$ cat config.mk
export PLATFORM = sky130hd
export DESIGN_NAME = periph_bus_arbiter
export DESIGN_NICKNAME = d
export VERILOG_FILES = /design/src/rtl/periph_bus_arbiter.sv
export SDC_FILE = /design/constraint.sdc
export NUM_CORES = 1
export LEC_CHECK = 0
export CORE_UTILIZATION = 40
export CTS_BUF_LIST = sky130_fd_sc_hd__clkbuf_4
export DETAILED_ROUTE_END_ITERATION = 16
export GPL_TIMING_DRIVEN = 0
export PLACE_DENSITY_LB_ADDON = 0.3
export SYNTH_ARGS = -nofsm -noshare
export SYNTH_HDL_FRONTEND = slang
export SYNTH_SLANG_ARGS = --single-unit
$ cat constraint.sdc
create_clock -name clk -period 1.7 [get_ports clk]
set_input_delay 0.17 -clock clk [delete_from_list [all_inputs] [get_ports clk]]
set_output_delay 0.17 -clock clk [all_outputs]
set_load 0.02 [all_outputs]
$ cat src/rtl/periph_bus_arbiter.sv
// ---------------------------------------------------------------------------
// periph_bus_arbiter
//
// Purpose:
//   Two-master, single-slave arbiter for the peripheral bus. Master 0 is the
//   CPU MEM stage and master 1 is the debug/DMA loader. Each granted
//   transaction walks IDLE -> ACCESS -> RESP -> IDLE. The request is sampled
//   in IDLE, the peripheral is strobed for one cycle in ACCESS, and the ack
//   pulse is issued in RESP. When both masters request at once, the master
//   that was not granted last wins, so the two masters strictly alternate
//   under continuous contention.
//
// Optional feature (macro ARB_LOCK_EN):
//   Adds m0_lock/m1_lock inputs. If the owner holds lock high during its RESP
//   cycle, the bus stays reserved for that master. The reservation lasts
//   until an IDLE cycle sees the owner's lock or req low.
//
// Ports:
//   clk, rst_n              clock (rising edge), async active-low reset
//   m0_req/we/addr/wdata    master 0 request, direction, address, write data
//   m0_ack, m0_rdata        master 0 one-cycle completion pulse, read data
//   m1_*                    same set for master 1
//   m0_lock, m1_lock        bus-lock requests (ARB_LOCK_EN only)
//   s_read, s_write         peripheral MemRead / MemWrite strobes
//   s_addr, s_wdata         peripheral address / write data (held when idle)
//   s_rdata                 peripheral read data, combinational from s_addr
//   owner                   index of the master holding the bus
// ---------------------------------------------------------------------------
module periph_bus_arbiter (
    input  logic        clk,
    input  logic        rst_n,
    input  logic        m0_req,
    input  logic        m0_we,
    input  logic [31:0] m0_addr,
    input  logic [31:0] m0_wdata,
    output logic        m0_ack,
    output logic [31:0] m0_rdata,
    input  logic        m1_req,
    input  logic        m1_we,
    input  logic [31:0] m1_addr,
    input  logic [31:0] m1_wdata,
    output logic        m1_ack,
    output logic [31:0] m1_rdata,
`ifdef ARB_LOCK_EN
    input  logic        m0_lock,
    input  logic        m1_lock,
`endif
    output logic        s_read,
    output logic        s_write,
    output logic [31:0] s_addr,
    output logic [31:0] s_wdata,
    input  logic [31:0] s_rdata,
    output logic        owner
);

    typedef enum logic [1:0] {
        ST_IDLE   = 2'd0,
        ST_ACCESS = 2'd1,
        ST_RESP   = 2'd2
    } state_t;

    state_t      r_state;
    logic        r_owner;
    logic        r_lastGrant;
    logic        r_we;
    logic        r_read;
    logic        r_write;
    logic [31:0] r_addr;
    logic [31:0] r_wdata;
    logic        r_ack0;
    logic        r_ack1;
    logic [31:0] r_rdata0;
    logic [31:0] r_rdata1;

    logic        w_anyReq;
    logic        w_grant;

`ifdef ARB_LOCK_EN
    logic        r_locked;
    logic        w_ownerReq;
    logic        w_ownerLock;
    logic        w_lockHold;
`endif

    // Winner selection for the IDLE cycle. A lone requester always wins; on
    // a tie the master that did not win last time gets the bus. With locking
    // enabled, a still-locked owner that keeps requesting overrides this.
    always_comb begin
        w_anyReq = m0_req | m1_req;
        w_grant  = 1'b0;
        if (m0_req && m1_req) begin
            w_grant = ~r_lastGrant;
        end else begin
            w_grant = m1_req;
        end
`ifdef ARB_LOCK_EN
        w_ownerReq  = r_owner ? m1_req  : m0_req;
        w_ownerLock = r_owner ? m1_lock : m0_lock;
        w_lockHold  = r_locked & w_ownerReq & w_ownerLock;
        if (w_lockHold) begin
            w_grant = r_owner;
        end
`endif
    end

    // Main FSM. Every output is a register, so the strobes line up exactly
    // with ACCESS and the ack with RESP. Ack and rdata default to zero every
    // cycle, which keeps them a single-cycle pulse. The address and write
    // data registers are only loaded on a grant, so they hold between
    // transactions. Reset is asynchronous, so it kills a strobe in flight
    // at once, and the aborted transaction never reaches RESP.
    always_ff @(posedge clk or negedge rst_n) begin
        if (!rst_n) begin
            r_state     <= ST_IDLE;
            r_owner     <= 1'b0;
            r_lastGrant <= 1'b1;
            r_we        <= 1'b0;
            r_read      <= 1'b0;
            r_write     <= 1'b0;
            r_addr      <= 32'h0;
            r_wdata     <= 32'h0;
            r_ack0      <= 1'b0;
            r_ack1      <= 1'b0;
            r_rdata0    <= 32'h0;
            r_rdata1    <= 32'h0;
`ifdef ARB_LOCK_EN
            r_locked    <= 1'b0;
`endif
        end else begin
            r_ack0   <= 1'b0;
            r_ack1   <= 1'b0;
            r_rdata0 <= 32'h0;
            r_rdata1 <= 32'h0;
            r_read   <= 1'b0;
            r_write  <= 1'b0;
            case (r_state)
                ST_IDLE: begin
`ifdef ARB_LOCK_EN
                    if (r_locked && !w_lockHold) begin
                        r_locked <= 1'b0;
                    end
`endif
                    if (w_anyReq) begin
                        r_state     <= ST_ACCESS;
                        r_owner     <= w_grant;
                        r_lastGrant <= w_grant;
                        r_we        <= w_grant ? m1_we    : m0_we;
                        r_addr      <= w_grant ? m1_addr  : m0_addr;
                        r_wdata     <= w_grant ? m1_wdata : m0_wdata;
                        r_write     <= w_grant ? m1_we    : m0_we;
                        r_read      <= w_grant ? ~m1_we   : ~m0_we;
                    end
                end
                ST_ACCESS: begin
                    r_state <= ST_RESP;
                    if (r_owner) begin
                        r_ack1   <= 1'b1;
                        r_rdata1 <= r_we ? 32'h0 : s_rdata;
                    end else begin
                        r_ack0   <= 1'b1;
                        r_rdata0 <= r_we ? 32'h0 : s_rdata;
                    end
                end
                ST_RESP: begin
                    r_state <= ST_IDLE;
`ifdef ARB_LOCK_EN
                    if (w_ownerLock) begin
                        r_locked <= 1'b1;
                    end
`endif
                end
                default: begin
                    r_state <= ST_IDLE;
                end
            endcase
        end
    end

    assign s_read   = r_read;
    assign s_write  = r_write;
    assign s_addr   = r_addr;
    assign s_wdata  = r_wdata;
    assign m0_ack   = r_ack0;
    assign m1_ack   = r_ack1;
    assign m0_rdata = r_rdata0;
    assign m1_rdata = r_rdata1;
    assign owner    = r_owner;

endmodule

* Word level (Yosys, flattened, before mapping) *
Cells that the tools add are included.
Widths: inputs -> output; s select.

word-level totals
  logic and storage cells = 41
  output and inout bits = 133
  RAM bits = 0
  register bits after elaboration = 137
  bits in latches = 0
  memories = 0
  input port bits = 166
  bits in read-only memories = 0

operators by class
  shifts and indexed selects = 0
  divide/modulo/power cells = 0
  muxes and demuxes = 20
  bitwise gates (word level) = 4
  multiply operators = 0
  $add $sub $neg = 0
  reduce and logical (&&, ||, !) cells = 3
  equality and inequality tests = 2
  magnitude comparators = 0

operators with widths
  cell                number
  $mux 32             7
  $mux 1              11
  $pmux 2 s2          1
  $not 1->1           3
  $eq 2x1->1 const B  1
  $logic_not 2->1     1
  $mux 2              1
  $ne 2x2->1 const B  1
  $reduce_and 2->1    1
  $logic_and 1x1->1   1
  $or 1x1->1          1

* Longest topological paths before layout *
  word-level depth = 5
  mapped depth = 6
  mapped depth without buffers = 4

* Worst setup path after synthesis *
OpenSTA, ideal clock, no wires.

  kind = reg2reg
  from = reg r_lastGrant
  to = reg r_addr[1] (netlist: s_addr[1])
  library setup time = 0.082 ns
  data arrival time = 1.172 ns
  setup slack = 0.446 ns
  cell stages (with the launch flop) = 6
  period minus slack after synthesis = 1.254 ns
  path through = dfstp_2 a21bo_2 buf_6 buf_2 nand2_1 a31oi_1

on the way
  longest elaborated chain between the ends = 3

RTL lines
  item                    RTL line  text
  start, declared         64        logic r_lastGrant;
  start signal, assigned  146       r_lastGrant <= w_grant;
  $not 1->1               92        w_grant = ~r_lastGrant;
  $mux 1                  91        if (m0_req && m1_req) begin
  $mux 32                 148       r_addr <= w_grant ? m1_addr : m0_addr;
  end signal, assigned    148
  end, declared           68        logic [31:0] r_addr;

Every way passes these cells.
A chain may end at the register's enable or synchronous reset.

* Final worst setup path *
  from = reg r_state[0]
  to = reg r_wdata[6] (netlist: s_wdata[6])

on the way
  longest elaborated chain between the ends = 2

RTL lines
  item                        RTL line  text
  start, declared             62        state_t r_state;
  start signal, assigned      114       r_state <= ST_IDLE;
  start signal, assigned      144       r_state <= ST_ACCESS;
  start signal, assigned      155       r_state <= ST_RESP;
  $logic_not 2->1             136       case (r_state)
  $reduce_and 2->1 (no line)  n/a
  end signal, assigned        149       r_wdata <= w_grant ? m1_wdata : m0_wdata;
  end, declared               69        logic [31:0] r_wdata;

Every way passes these cells.

==> results.json <==
{
  "grt_overflow": 0,
  "core_um2": 13300,
  "seq_area_um2": 3430,
  "dieArea_um2": 14100,
  "first_pass_iters": 5,
  "multi_input_area_um2": 1760,
  "layout-drive-gt1-share_pct": 8.36,
  "synthDistinctLibCells": 23,
  "worst_slack_ns": 0.107,
  "fin_cells": 1061,
  "die_h_um": 119,
  "seq_power_share_pct": 36.6,
  "status": "completed",
  "path_clk_slew_ns": 0.12,
  "swShare_pct": 42.1,
  "critPathLaunchType": "register",
  "yosysWarnings": 0,
  "report.final.slew_viol_count": 0,
  "port_buffers": 298,
  "slew_headroom_pct": 67.1,
  "fin_nets": 1038,
  "clockBufferDepth": 2,
  "grt_pass1_vias": 5234,
  "cts_setup_buffers": 0,
  "antenna_found_initial": 0,
  "dp_hpwl_mm": 13.1,
  "cp_data_arrival_time_ns": 1.99,
  "cap_violations": 0,
  "reg2reg_to": "s_wdata[6]$_DFFE_PN0P_",
  "stdcell_area_um2": 8860,
  "cts_tree": "built",
  "skew_ns": 0.0254,
  "grt_use_total_pct": 24.8,
  "required_ns": 2.10,
  "start_util_pct": 41.1,
  "area_delta_synth_final_pct": 62.1,
  "cp-startpoint": "r_state[0]$_DFFE_PN0P_",
  "ant_nets": 0,
  "powerDensity_nw_per_um2": 1490,
  "crit_fanout": 10,
  "syn_inst": 553,
  "cts_sinks": 137,
  "num_antenna_cells": 0,
  "numCtsBuffers": 17,
  "tns_ns": 0,
  "grt_max_degree": 89,
  "drt-wirelength-per-cell_um": 16.3,
  "worstSetupPathType": "reg2reg",
  "p_clk_share_pct": 16.1,
  "row_count": 42,
  "vias": 5281,
  "rrSetupSlack_ns": 0.11,
  "endpoint": "s_wdata[6]$_DFFE_PN0P_",
  "timing.final.crit_share_pct": 93.7,
  "insertion_delay_ns": 0.55,
  "rr_worst_depth": 5,
  "hold_violations": 0,
  "yosys_register_bits": 137,
  "synthArstFlopShare_pct": 100,
  "seq_area_frac_synth_pct": 62.7,
  "cts_htree_levels": 4,
  "synth_fp_nets": 719,
  "wl_mm": 17.3,
  "synth_edf_count": 0,
  "num_io_pins": 299,
  "fmax_mhz": 628,
  "place_congestion": 0.851,
  "utilization_pct": 66.7,
  "combPwrFrac_pct": 47.2,
  "synth_top_area_cell": "dfrtp_1",
  "p_leak_nw": 4.36,
  "intPower_w": 0.00762,
  "grt_setup_unrepaired": "no",
  "end_kind": "register",
  "synth_area_leaders": "dfrtp_1, nand2_1, a31oi_1",
  "setup_violations": 0,
  "switchingPower_w": 0.00555,
  "grt_pass1_wl_mm": 26.6,
  "die_x_um": 119,
  "rr_startpoint": "r_state[0]$_DFFE_PN0P_",
  "dpl_cell_area_um2": 8700,
  "syn_avg_cell_area_um2": 9.89,
  "vdd_ir_drop_max_mv": 0.779,
  "first_iter_violations": 271,
  "fillers": 1098,
  "hold_path.class": "in2async",
  "tightest_slew_ns": 0.494,
  "dp_cells": 1028,
  "period_needed_ns": 1.59,
  "dominantRegCellSynth": "dfrtp_1",
  "route.detailed.drc": 0,
  "dp_slack_ns": -0.0642,
  "syn-cell-area_um2": 5470,
  "root_buffer": "clkbuf_4",
  "yosysTopAreaCellShare_pct": 62.2,
  "vias_per_cell": 4.98
}
Yosys cell counts (2+ instances only):
master      n
nor2_1     65
buf_4      11
nand2_1   129
buf_2      18
buf_6       5
dfrtp_1   136
clkbuf_1   10
inv_1       2
a21oi_1    67
nand2b_1   33
a31oi_1    65
logic make-up (layout without fill, tap and decap cells):
group | after synthesis | in the layout | synth area share (%)
DFF | 137 | 137 | 62.7
muxes | 1 | 1 | 0.183
buffers and inverters | 48 | 380 | 5.15
AOI/OAI and AO/OA | 135 | 135 | 14.1
and+or+nand+nor | 232 | 232 | 17.8
cell type report:
type                    instances  share of cell area, %
clock buffers                  18                   1.52
plain buffers                  45                   3.05
inverters                       3                  0.127
clock inverters                14                   1.67
multi-input cells             368                   19.8
flip-flops and latches        137                   38.7
well taps                     176                   2.48
repair buffers                300                   32.6
routing by layer:
layer / GRT usage [%] / share of wire [%]
met5: 0 / 0
met4: 11.0 / 2.0
met3: 7.76 / 8.1
met2: 44.5 / 53
met1: 26.5 / 37
registers in the layout, summed over array words and instances, names as in the netlist:
name	count
s_read	1
r_lastGrant	1
s_wdata	32
s_addr	32
m1_ack	1
m0_rdata	32
r_state	2
m1_rdata	32
owner	1
m0_ack	1
s_write	1
r_we	1
critical path, stage by stage (launching register included):
cell and delay (ns):
dfrtp_1 0.43, nor2_4 0.26, nand2_2 0.11, inv_2 0.10
clkbuf_1 0.38, a31oi_1 0.16
through the flow:
step	power [W]	hold slack, ns
after detailed placement	0.0119	0.147
after floorplan	0.00848	-0.126
after CTS	0.0133	0.0890
after global routing	0.0139	0.105
final	0.0132	0.124
after global placement	0.0117	0.527
worst min path at each step:
stage	startpoint	end	slack [ns]	depth (start not counted)
after global placement	r_lastGrant$_DFFE_PN1P_	r_lastGrant$_DFFE_PN1P_	0.53	2
final	rst_n	m0_ack$_DFF_PN0_	0.12	2
after detailed placement	rst_n	m0_ack$_DFF_PN0_	0.15	1
after floorplan	rst_n	m0_ack$_DFF_PN0_	-0.13	0
after global routing	rst_n	m1_rdata[24]$_DFF_PN0_	0.11	2
after CTS	rst_n	m0_ack$_DFF_PN0_	0.09	2
power by group through the flow:
stage	registers, W	logic, W	clock network (W)
2_1_floorplan	0.00606	0.00243	0
3_3_place_gp	0.00488	0.00678	0
3_5_place_dp	0.00492	0.00695	0
4_1_cts	0.00483	0.00628	0.00217
5_1_grt	0.00493	0.00668	0.00231
6_report	0.00482	0.00622	0.00213
cell usage in the layout (no fill, tap or decap), types with 2 or more instances in the layout:
cell type / instances
nand2_1: 129
clkdlybuf4s50_1: 164
inv_6: 2
buf_4: 11
dfrtp_1: 136
nor2_1: 65
buf_6: 6
inv_1: 2
dlymetal6s2s_1: 10
dlygate4sd2_1: 123
clkbuf_1: 10
a21oi_1: 67
clkinv_2: 3
a31oi_1: 65
nand2b_1: 33
clkinv_4: 5
buf_2: 18
clkbuf_4: 18
bufinv_16: 2
timing repair:
| item | 4_1_cts | 5_1_grt |
|---|---|---|
| hold buffers | 1 | 0 |
| gates resized for setup | 123 | 10 |
| setup endpoints to repair | 123 | 10 |
| endpoints found under the hold margin | 63 | 0 |
Power figures use the tool's default switching activity.
